<file path="config.mk">
export PLATFORM = sky130hd
export DESIGN_NAME = unidade_controle
export DESIGN_NICKNAME = d
export VERILOG_FILES = /design/src/rtl/uc_pkg.sv /design/src/rtl/uc_decodificador.sv /design/src/rtl/unidade_controle.sv
export SDC_FILE = /design/constraint.sdc
export NUM_CORES = 1
export LEC_CHECK = 0
export ABC_AREA = 0
export CAP_MARGIN = 25
export CELL_PAD_IN_SITES_DETAIL_PLACEMENT = 1
export CELL_PAD_IN_SITES_GLOBAL_PLACEMENT = 1
export CORE_MARGIN = 2
export CORE_UTILIZATION = 33
export CTS_CLUSTER_DIAMETER = 80
export DETAILED_ROUTE_END_ITERATION = 6
export GPL_TIMING_DRIVEN = 1
export PLACE_DENSITY = 0.84
export SYNTH_ARGS = -nofsm -noshare
export SYNTH_HDL_FRONTEND = slang
export SYNTH_HIERARCHICAL = 1
export SYNTH_SLANG_ARGS = --single-unit
</file>
<file path="constraint.sdc">
create_clock -name clock -period 1.9 [get_ports clock]
set_input_delay 0.475 -clock clock [delete_from_list [all_inputs] [get_ports clock]]
set_output_delay 0.475 -clock clock [all_outputs]
set_load 0.005 [all_outputs]
</file>
<file path="src/rtl/uc_pkg.sv">
// rtl/uc_pkg.sv - shared types and constants for the multicycle control unit
//
// Purpose: state encoding, RV64 opcode constants and the wait counter width
// used by unidade_controle and uc_decodificador.
// Ports: none (package).
// Configuration: UC_TRAP_EN adds the S_TRAP state to the state type.

package uc_pkg;

  typedef enum logic [2:0] {
    S_IDLE,
    S_FETCH,
    S_DECODE,
    S_EXEC,
    S_MEM,
    S_WB
`ifdef UC_TRAP_EN
    , S_TRAP
`endif
  } uc_state_e;

  localparam logic [6:0] OP_R      = 7'b0110011;
  localparam logic [6:0] OP_I      = 7'b0010011;
  localparam logic [6:0] OP_LOAD   = 7'b0000011;
  localparam logic [6:0] OP_STORE  = 7'b0100011;
  localparam logic [6:0] OP_BRANCH = 7'b1100011;

  localparam int WAIT_W = 4;

  // True for every opcode the datapath knows how to sequence.
  function automatic logic op_is_legal(input logic [6:0] op);
    return (op == OP_R) || (op == OP_I) || (op == OP_LOAD) ||
           (op == OP_STORE) || (op == OP_BRANCH);
  endfunction

endpackage

</file>
<file path="src/rtl/uc_decodificador.sv">
// rtl/uc_decodificador.sv - opcode classifier for the control unit
//
// Purpose: purely combinational decode of the latched opcode into one-hot
// instruction class flags. Exactly one output is high for any input.
// Ports:
//   op_q        in  7  opcode latched in DECODE
//   is_r        out 1  R-type ALU operation
//   is_i        out 1  I-type ALU operation
//   is_load     out 1  load
//   is_store    out 1  store
//   is_branch   out 1  conditional branch
//   is_illegal  out 1  none of the above

module uc_decodificador
  import uc_pkg::*;
(
  input  logic [6:0] op_q,
  output logic       is_r,
  output logic       is_i,
  output logic       is_load,
  output logic       is_store,
  output logic       is_branch,
  output logic       is_illegal
);

  assign is_r       = (op_q == OP_R);
  assign is_i       = (op_q == OP_I);
  assign is_load    = (op_q == OP_LOAD);
  assign is_store   = (op_q == OP_STORE);
  assign is_branch  = (op_q == OP_BRANCH);
  assign is_illegal = !op_is_legal(op_q);

endmodule

</file>
<file path="src/rtl/unidade_controle.sv">
// rtl/unidade_controle.sv - multicycle control unit for the RV64 datapath
//
// Purpose: sequences PC/IR/register bank/data memory write enables and the
// datapath mux selects, one instruction at a time, from the IR opcode.
// All outputs are Moore outputs decoded from the state and the opcode
// latched in DECODE; the live opcode only steers the DECODE transition.
// Parameters:
//   MEM_WAIT    extra cycles held in MEM for loads/stores (0-15)
// Ports:
//   clock       in  1  rising-edge clock
//   reset       in  1  synchronous, active-high
//   opcode      in  7  IR[6:0]
//   we_pc       out 1  PC write enable (once per instruction, with retired)
//   we_ir       out 1  IR write enable (FETCH)
//   we_reg      out 1  register bank write enable (WB)
//   we_mem      out 1  data memory write enable (last MEM cycle of a store)
//   sinal_mux1  out 1  ULA operand B: 1 = doutB, 0 = imm
//   sinal_mux2  out 1  register write data: 0 = ULA, 1 = memory
//   flag_en     out 1  branch qualify for Mux3
//   retired     out 1  pulse in the final state of each instruction
//   illegal     out 1  high while trapped (only with UC_TRAP_EN)
// Configuration: UC_TRAP_EN enables the TRAP state and the illegal port;
// without it an unknown opcode retires as a NOP.

module unidade_controle
  import uc_pkg::*;
#(
  parameter int MEM_WAIT = 0
) (
  input  logic       clock,
  input  logic       reset,
  input  logic [6:0] opcode,
  output logic       we_pc,
  output logic       we_ir,
  output logic       we_reg,
  output logic       we_mem,
  output logic       sinal_mux1,
  output logic       sinal_mux2,
  output logic       flag_en,
  output logic       retired
`ifdef UC_TRAP_EN
  ,
  output logic       illegal
`endif
);

  localparam logic [WAIT_W-1:0] MEM_WAIT_L = WAIT_W'(MEM_WAIT);

  uc_state_e         state_q, state_d;
  logic [6:0]        op_q, op_d;
  logic [WAIT_W-1:0] wait_q, wait_d;

  logic is_r, is_i, is_load, is_store, is_branch, is_illegal;

  uc_decodificador u_decodificador (
    .op_q       (op_q),
    .is_r       (is_r),
    .is_i       (is_i),
    .is_load    (is_load),
    .is_store   (is_store),
    .is_branch  (is_branch),
    .is_illegal (is_illegal)
  );

  always_ff @(posedge clock) begin
    if (reset) begin
      state_q <= S_IDLE;
      op_q    <= '0;
      wait_q  <= '0;
    end else begin
      state_q <= state_d;
      op_q    <= op_d;
      wait_q  <= wait_d;
    end
  end

  always_comb begin
    state_d    = state_q;
    op_d       = op_q;
    wait_d     = wait_q;
    we_pc      = 1'b0;
    we_ir      = 1'b0;
    we_reg     = 1'b0;
    we_mem     = 1'b0;
    sinal_mux1 = 1'b0;
    sinal_mux2 = 1'b0;
    flag_en    = 1'b0;
    retired    = 1'b0;
`ifdef UC_TRAP_EN
    illegal    = 1'b0;
`endif

    unique case (state_q)
      S_IDLE: begin
        state_d = S_FETCH;
      end

      S_FETCH: begin
        we_ir   = 1'b1;
        state_d = S_DECODE;
      end

      S_DECODE: begin
        op_d = opcode;
        // op_q is not valid yet, so the trap decision looks at the live opcode.
`ifdef UC_TRAP_EN
        if (!op_is_legal(opcode)) begin
          state_d = S_TRAP;
        end else begin
          state_d = S_EXEC;
        end
`else
        state_d = S_EXEC;
`endif
      end

      S_EXEC: begin
        sinal_mux1 = is_r || is_branch;
        if (is_branch) begin
          flag_en = 1'b1;
          we_pc   = 1'b1;
          retired = 1'b1;
          state_d = S_FETCH;
        end else if (is_load || is_store) begin
          wait_d  = MEM_WAIT_L;
          state_d = S_MEM;
        end else if (is_r || is_i) begin
          state_d = S_WB;
        end else if (is_illegal) begin
          // Unknown opcode: retire as a NOP (PC+4, no writes).
          we_pc   = 1'b1;
          retired = 1'b1;
          state_d = S_FETCH;
        end
      end

      S_MEM: begin
        // Only loads and stores reach MEM; the counter was loaded on entry.
        if (wait_q == '0) begin
          if (is_store) begin
            we_mem  = 1'b1;
            we_pc   = 1'b1;
            retired = 1'b1;
            state_d = S_FETCH;
          end else begin
            state_d = S_WB;
          end
        end else begin
          wait_d = wait_q - 1'b1;
        end
      end

      S_WB: begin
        we_reg     = 1'b1;
        we_pc      = 1'b1;
        retired    = 1'b1;
        sinal_mux2 = is_load;
        // Operand B select held at its EXEC value (0 for loads and I-ALU).
        sinal_mux1 = is_r;
        state_d    = S_FETCH;
      end

`ifdef UC_TRAP_EN
      S_TRAP: begin
        illegal = 1'b1;
      end
`endif

      default: begin
        state_d = S_IDLE;
      end
    endcase
  end

endmodule

</file>
# Yosys cells after proc, flatten, opt, wreduce, memory -nomap -nowiden
# Index checks and enable logic that the tools add are counted.
# totals
register_bits,14
wordCells,56
# op_classes
n_eq_ne,15
mux,25
reduce_logical,12
addsub,1
# ops
operator,n
3-bit 2-to-1 mux,6
3-bit case mux with 5 select lines,1
"7-bit by 6-bit equality test with 1-bit output, second input constant",2
1-bit 2-to-1 mux,12
4-bit 2-to-1 mux,3
"2-bit != test, second input constant",4
4-bit case mux with 2 select lines,1
"7-bit by 2-bit equality test with 1-bit output, second input constant",1
"7-bit by 5-bit equality test with 1-bit output, second input constant",1
"7-bit equality test, second input constant",1
"3-bit by 2-bit equality test with 1-bit output, second input constant",2
"3-bit equality test, second input constant",2
1-bit logical OR,6
"5-bit != test, second input constant",1
4-bit zero test,1
4-bit AND reduction,1
"4-bit by 1-bit subtractor with 4-bit output, second input constant",1
"3-bit by 1-bit equality test with 1-bit output, second input constant",1
3-bit zero test,1
1-bit case mux with 3 select lines,1
1-bit case mux with 2 select lines,1
2-bit AND reduction,1
2-bit nonzero test,1
2-bit OR reduction,1

# Longest topological paths before layout
# depth
ltp_word,10
depth_mapped,6

# By module
# Netlist, hierarchy kept.
# modules_own_cells
mod,cells_each,seq_area_each_um2,instances,area_each_um2
unidade_controle,86,280.3,1,758.2
uc_decodificador,10,0.0,1,101.3

# Least setup slack after synthesis
# No wires, ideal clock.
# synth_path
kind,register -> output
from,register op_q[2]
to,output we_pc
stages_incl_launch_ff,7
t_arrival_ps,1445
t_required_ps,1425
path_slack_ps,-20
path_cell_list,dfxtp_1 nand4bb_4 nor3_1 nor4_1 a21oi_1 o22ai_1 buf_4
# synth_between
word_cells_on_any_way,17
classes_between,eq/ne (5); mux (7); reduce/logical (5)
# synth_lines
item,line,rtl
"start, declared",unidade_controle.sv:50,"logic [6:0] op_q, op_d;"
"start signal, assigned",unidade_controle.sv:72,op_q <= op_d;
7-bit by 6-bit equality test with 1-bit output *,uc_decodificador.sv:29,assign is_store = (op_q == OP_STORE);
net is_store,unidade_controle.sv:53,"logic is_r, is_i, is_load, is_store, is_branch, is_illegal;"
1-bit logical OR,uc_pkg.sv:32,return (op == OP_R) || (op == OP_I) || (op == OP_LOAD) ||
1-bit logical OR,uc_pkg.sv:33,(op == OP_STORE) || (op == OP_BRANCH);
1-bit 2-to-1 mux,unidade_controle.sv:129,end else if (is_illegal) begin
1-bit 2-to-1 mux,unidade_controle.sv:127,end else if (is_r || is_i) begin
1-bit 2-to-1 mux (2 in a row),n/a,
1-bit case mux with 3 select lines *,n/a,
"end, declared",unidade_controle.sv:33,"output logic we_pc,"
# The timed path passes the listed nets; every way through them passes the cells marked *.

# Final worst setup path
# layout_path
from,register op_q[3]
to,output we_pc
# layout_between
elab_chain_cells,10
word_cells_on_any_way,17
classes_between,eq/ne (5); mux (7); reduce/logical (5)
# layout_lines
item,line,rtl
7-bit by 6-bit equality test with 1-bit output *,uc_decodificador.sv:26,assign is_r = (op_q == OP_R);
net is_r,unidade_controle.sv:53,
1-bit logical OR *,unidade_controle.sv:127,
1-bit logical OR (2 in a row),uc_pkg.sv:32,
1-bit logical OR,uc_pkg.sv:33,
1-bit 2-to-1 mux,unidade_controle.sv:129,
1-bit 2-to-1 mux *,unidade_controle.sv:127,
1-bit 2-to-1 mux *,unidade_controle.sv:124,end else if (is_load || is_store) begin
1-bit 2-to-1 mux *,unidade_controle.sv:119,if (is_branch) begin
1-bit case mux with 3 select lines *,unidade_controle.sv:93,unique case (state_q)
# Marks and branches as above.

==> metrics list <==
* Final worst-path setup slack: -451.6 ps
* Startpoint Class: flop
- In the routed design, unresolved DRC markers number 0.
* Average wire per cell in the routed design: about 20 um
- The cell sitting at the root of the clock tree is a clkbuf_4.
- STA puts the critical path data arrival time at 1880 ps.
* Leakage power: about 0.64 nW
* Run status: complete, but fails checks
- Type of the tightest min-delay check: flop to flop
- Die Outline Area: 0.003029 sq mm
- The worst-case IR drop observed on VDD is 0.4063 mV.
- Largest delay share family, worst path: simple AND/OR/NAND/NOR gates
- The worst pin sits at a relative slew slack of 0.7302.
* Global-route met1 utilization: 0.3120
- Initial antenna violation count: 0
- TritonCTS sink count: 14
- Async set-or-reset flop fraction in the synthesized netlist: 0
- Of the synthesized area, sequential elements account for 0.3261.
- When the netlist entered floorplanning its net count stood at between 100 and 150.
- Height of the chip: about 55 um
- Summed over all instances, the cell type with the most area after synthesis is dfxtp_1.
- Die X: between 50 and 60 um
- The area growth from synthesis to layout is 74.96%.
* Filler cell count in the final layout: slightly below 300
- For the finished layout, the period the worst path requires is about 2400 ps.
- Aggregate global-route resource usage: 0.2631
- TritonCTS created 3 clock buffers.
* Number of distinct library cell variants in the gate-level netlist after synthesis: 40
- Setup violations remaining at the end of the flow were counted as 7.
* Total detailed-routing wirelength: 3619 um
- The first global-routing pass estimated 5388 um of wire.
- For met3 alone, demand over resource in global routing was 0.05108.
* Worst setup slack for register-to-register paths: -110 ps
- Grt total ovfl: 0
* Via count: 1009
* Max-capacitance violation count: 0
- Data on the critical path is required at its endpoint by about 1400 ps.
- TritonCTS clock tree: yes
- Clock edge transition at the registers on the reported setup and hold paths: around 100 ps
- Yosys mapped a number of flops with a built-in enable equal to 0.
- CORE AREA: 0.002477 sq mm
- Multi-input logic area: 641.9 sq um
* Post-synthesis instance area: between 800 and 900 sq um
* Post-DRT Antenna Nets: 0
- Register share of total power: 0.471
- Maximum clock frequency: ~430 MHz
- The repair_antennas step left the layout with diodes totalling 0.
- Crit Path Class: flop to output port
- First-pass DRT Iterations: 4
- Min-delay src: op_q[2]$_SDFFE_PP0P_
- Max clock buf depth: 2
- DP HPWL: around 1900 um
- Hold Path Depth: 2
* Buffers added on ports: 16
- Worst-case clock skew: 5.829 ps
- Summing all placed instances gives a cell area of 0.001236 sq mm.
* Most congested layer reported by global routing: met2
* Sw Share: 0.2882
- Among all flip-flop cells after synthesis, the most frequent one is dfxtp_1.
- Final hold analysis gives a worst-case slack of between 500 and 600 ps.
* Number of synthesis warnings: 6
- Measured slew at the worst slew-check pin: 403.0 ps
- Switching component of the power: 0.2002 mW
- The checks that failed: negative setup slack.
* Reg-to-reg critical path endpoint: wait_q[1]$_SDFFE_PP0P_
- Largest net degree at the start of global routing: 11
- PwrDens: about 460 mW/mm^2
- Post-layout net count: 163
- Hold violation total from the final report: 0
- Of the total power, the clock network draws 0.346.
- For this block, the initial DRC count from the detailed router was 17.
- Buffers and inverters on the worst path: 3
- Cell count after synthesis: between 90 and 100
* Reg-to-Reg Start: op_q[3]$_SDFFE_PP0P_
* Clock latency at the later pin of the worst-skew pair: ~310 ps
- Number of top-level design ports: 17
- Post-synthesis register bit count: 14
* Commonest cells after routing, fill and taps aside: buf_4 (34), nor2_1 (10), clkdlybuf4s50_1 (8), dfxtp_1 (8), mux2i_1 (7)
* Period utilisation layout: 1.238
- The finished cells cover around 0.0015 sq mm.
* Placer's final routability congestion estimate: ~0.84
- Final number of max-transition violations: 0
* Critical path capture point type: output port
- Mean instance size in the synthesized netlist: slightly below 9 sq um
- Final Total Pwr: just under 0.7 mW
- Stage delay of the slowest cell on the critical path: 340 ps
- Destination of the worst hold path: op_q[2]$_SDFFE_PP0P_
- Crit. Startpoint: op_q[3]$_SDFFE_PP0P_
- After detailed routing, the number of vias per cell comes to 5.575.
* Leading cell type in the layout, fill and taps excluded: buf_4
- Critical Path Stages: 8
* Setup repair after global routing missed its margin: yes
- # H-tree levels: 1
- The number of global-route vias before repair was around 1000.
- Cell with the largest stage delay on the worst path: dfxtp_2
- In the post-synthesis netlist, the biggest area contributors are dfxtp_1 (33%), mux2i_1 (8.2%), nor2_1 (4.4%).
* Chain of cells forming the critical path: nand4bb_4, buf_12, buf_6, nor3_4, nor4_4, a21oi_2, o22ai_2, buf_2
- For this design, the CTS-stage hold fixing added 0 buffers.
- Critical Path Fanout Max: 4
* Grt met2 use: 0.4405
- The internal portion of the total power is 0.4943 mW.
* Fraction of layout instances using a drive strength above 1: 0.5232
* Fraction of power consumed by combinational cells: 0.183
- Area share of the leading cell type in the synthesized netlist: 0.3261
- Initial core utilization: 0.3470
* Total area of sequential cells: between 200 and 300 sq um
- The floorplan has 18 rows.
* Length in cells of the worst reg-to-reg path: 9
routing by layer:
metal,vias up,wire length (um)
met5,-,0
met4,0,161
met3,15,131
met2,42,1928
met1,491,1398
li1,461,-
kinds of logic (layout without fill, tap and decap cells):
logic type / count (synthesis) / after routing / synth area share
AND/OR/NAND/NOR: 43 / 43 / 0.3450
AO/OA/AOI/OAI: 19 / 19 / 0.1470
flip-flops: 14 / 14 / 0.3261
buffers and inverters: 10 / 65 / 0.05821
multiplexers: 8 / 8 / 0.09462
adder cells (fa/ha/maj): 2 / 2 / 0.02911
state kept, by name, summed over array words and instances, names as in the netlist:
| register | cells |
|---|---|
| op_q | 7 |
| state_q | 3 |
| wait_q | 4 |
metrics by stage:
stage | util | std cells | setup slack (ps) | TNS, ps
floorplan | - | 96 | 57.53 | 0
global placement | 0.4990 | 163 | -357.2 | -1757
global route | 0.6071 | 181 | -521.7 | -2727
finish | 0.6071 | 181 | -451.6 | -2308
detailed placement | 0.4990 | 163 | -407.5 | -2108
CTS | 0.5768 | 177 | -422.3 | -2272
cells in the mapped netlist, drive strengths merged, types with 2 or more instances:
| cell type | instances |
|---|---|
| a21boi | 2 |
| nand3b | 2 |
| nor3b | 4 |
| o21ai | 2 |
| nor2 | 10 |
| clkbuf | 3 |
| dfxtp | 14 |
| or3 | 2 |
| mux2i | 7 |
| buf | 3 |
| o221ai | 2 |
| a31oi | 2 |
| nand2 | 3 |
| o22ai | 3 |
| a21oi | 4 |
| or4 | 2 |
| and3 | 3 |
| a21o | 2 |
| ha | 2 |
| inv | 4 |
| nor3 | 5 |
| nor4 | 2 |
area by class of cell:
cell class                 instances  area share
inverter                           4    0.009983
clock buffer                       4     0.02413
timing repair buffer              57      0.3195
sequential                        14      0.1947
tap                               30     0.02496
multi-input combinational         72      0.4268
worst min-delay path: stages, from the launching register on:
cell and delay (ps):
dfxtp_1 340, mux2i_1 70, nor2_1 80
power by group through the flow:
stage | logic (mW) | clock network (mW) | registers (mW)
floorplan | 0.0581 | 0 | 0.324
global placement | 0.106 | 0 | 0.328
detailed placement | 0.110 | 0 | 0.329
CTS | 0.113 | 0.246 | 0.325
global route | 0.135 | 0.255 | 0.329
finish | 0.127 | 0.240 | 0.327
worst max-delay path by stage:
stage              end  slack [ps]
4_1_cts        retired        -420
3_3_place_gp   retired        -360
2_1_floorplan    we_pc          60
6_report         we_pc        -450
3_5_place_dp   retired        -410
5_1_grt          we_pc        -520
timing repair:
action                                  in CTS  in global routing
setup buffers                               10                  6
pin swaps                                   11                  5
endpoints found under the hold margin        0                  0
endpoints found under the setup margin       9                 11
gates resized for setup                     50                 11
Power figures use the tool's default switching activity.
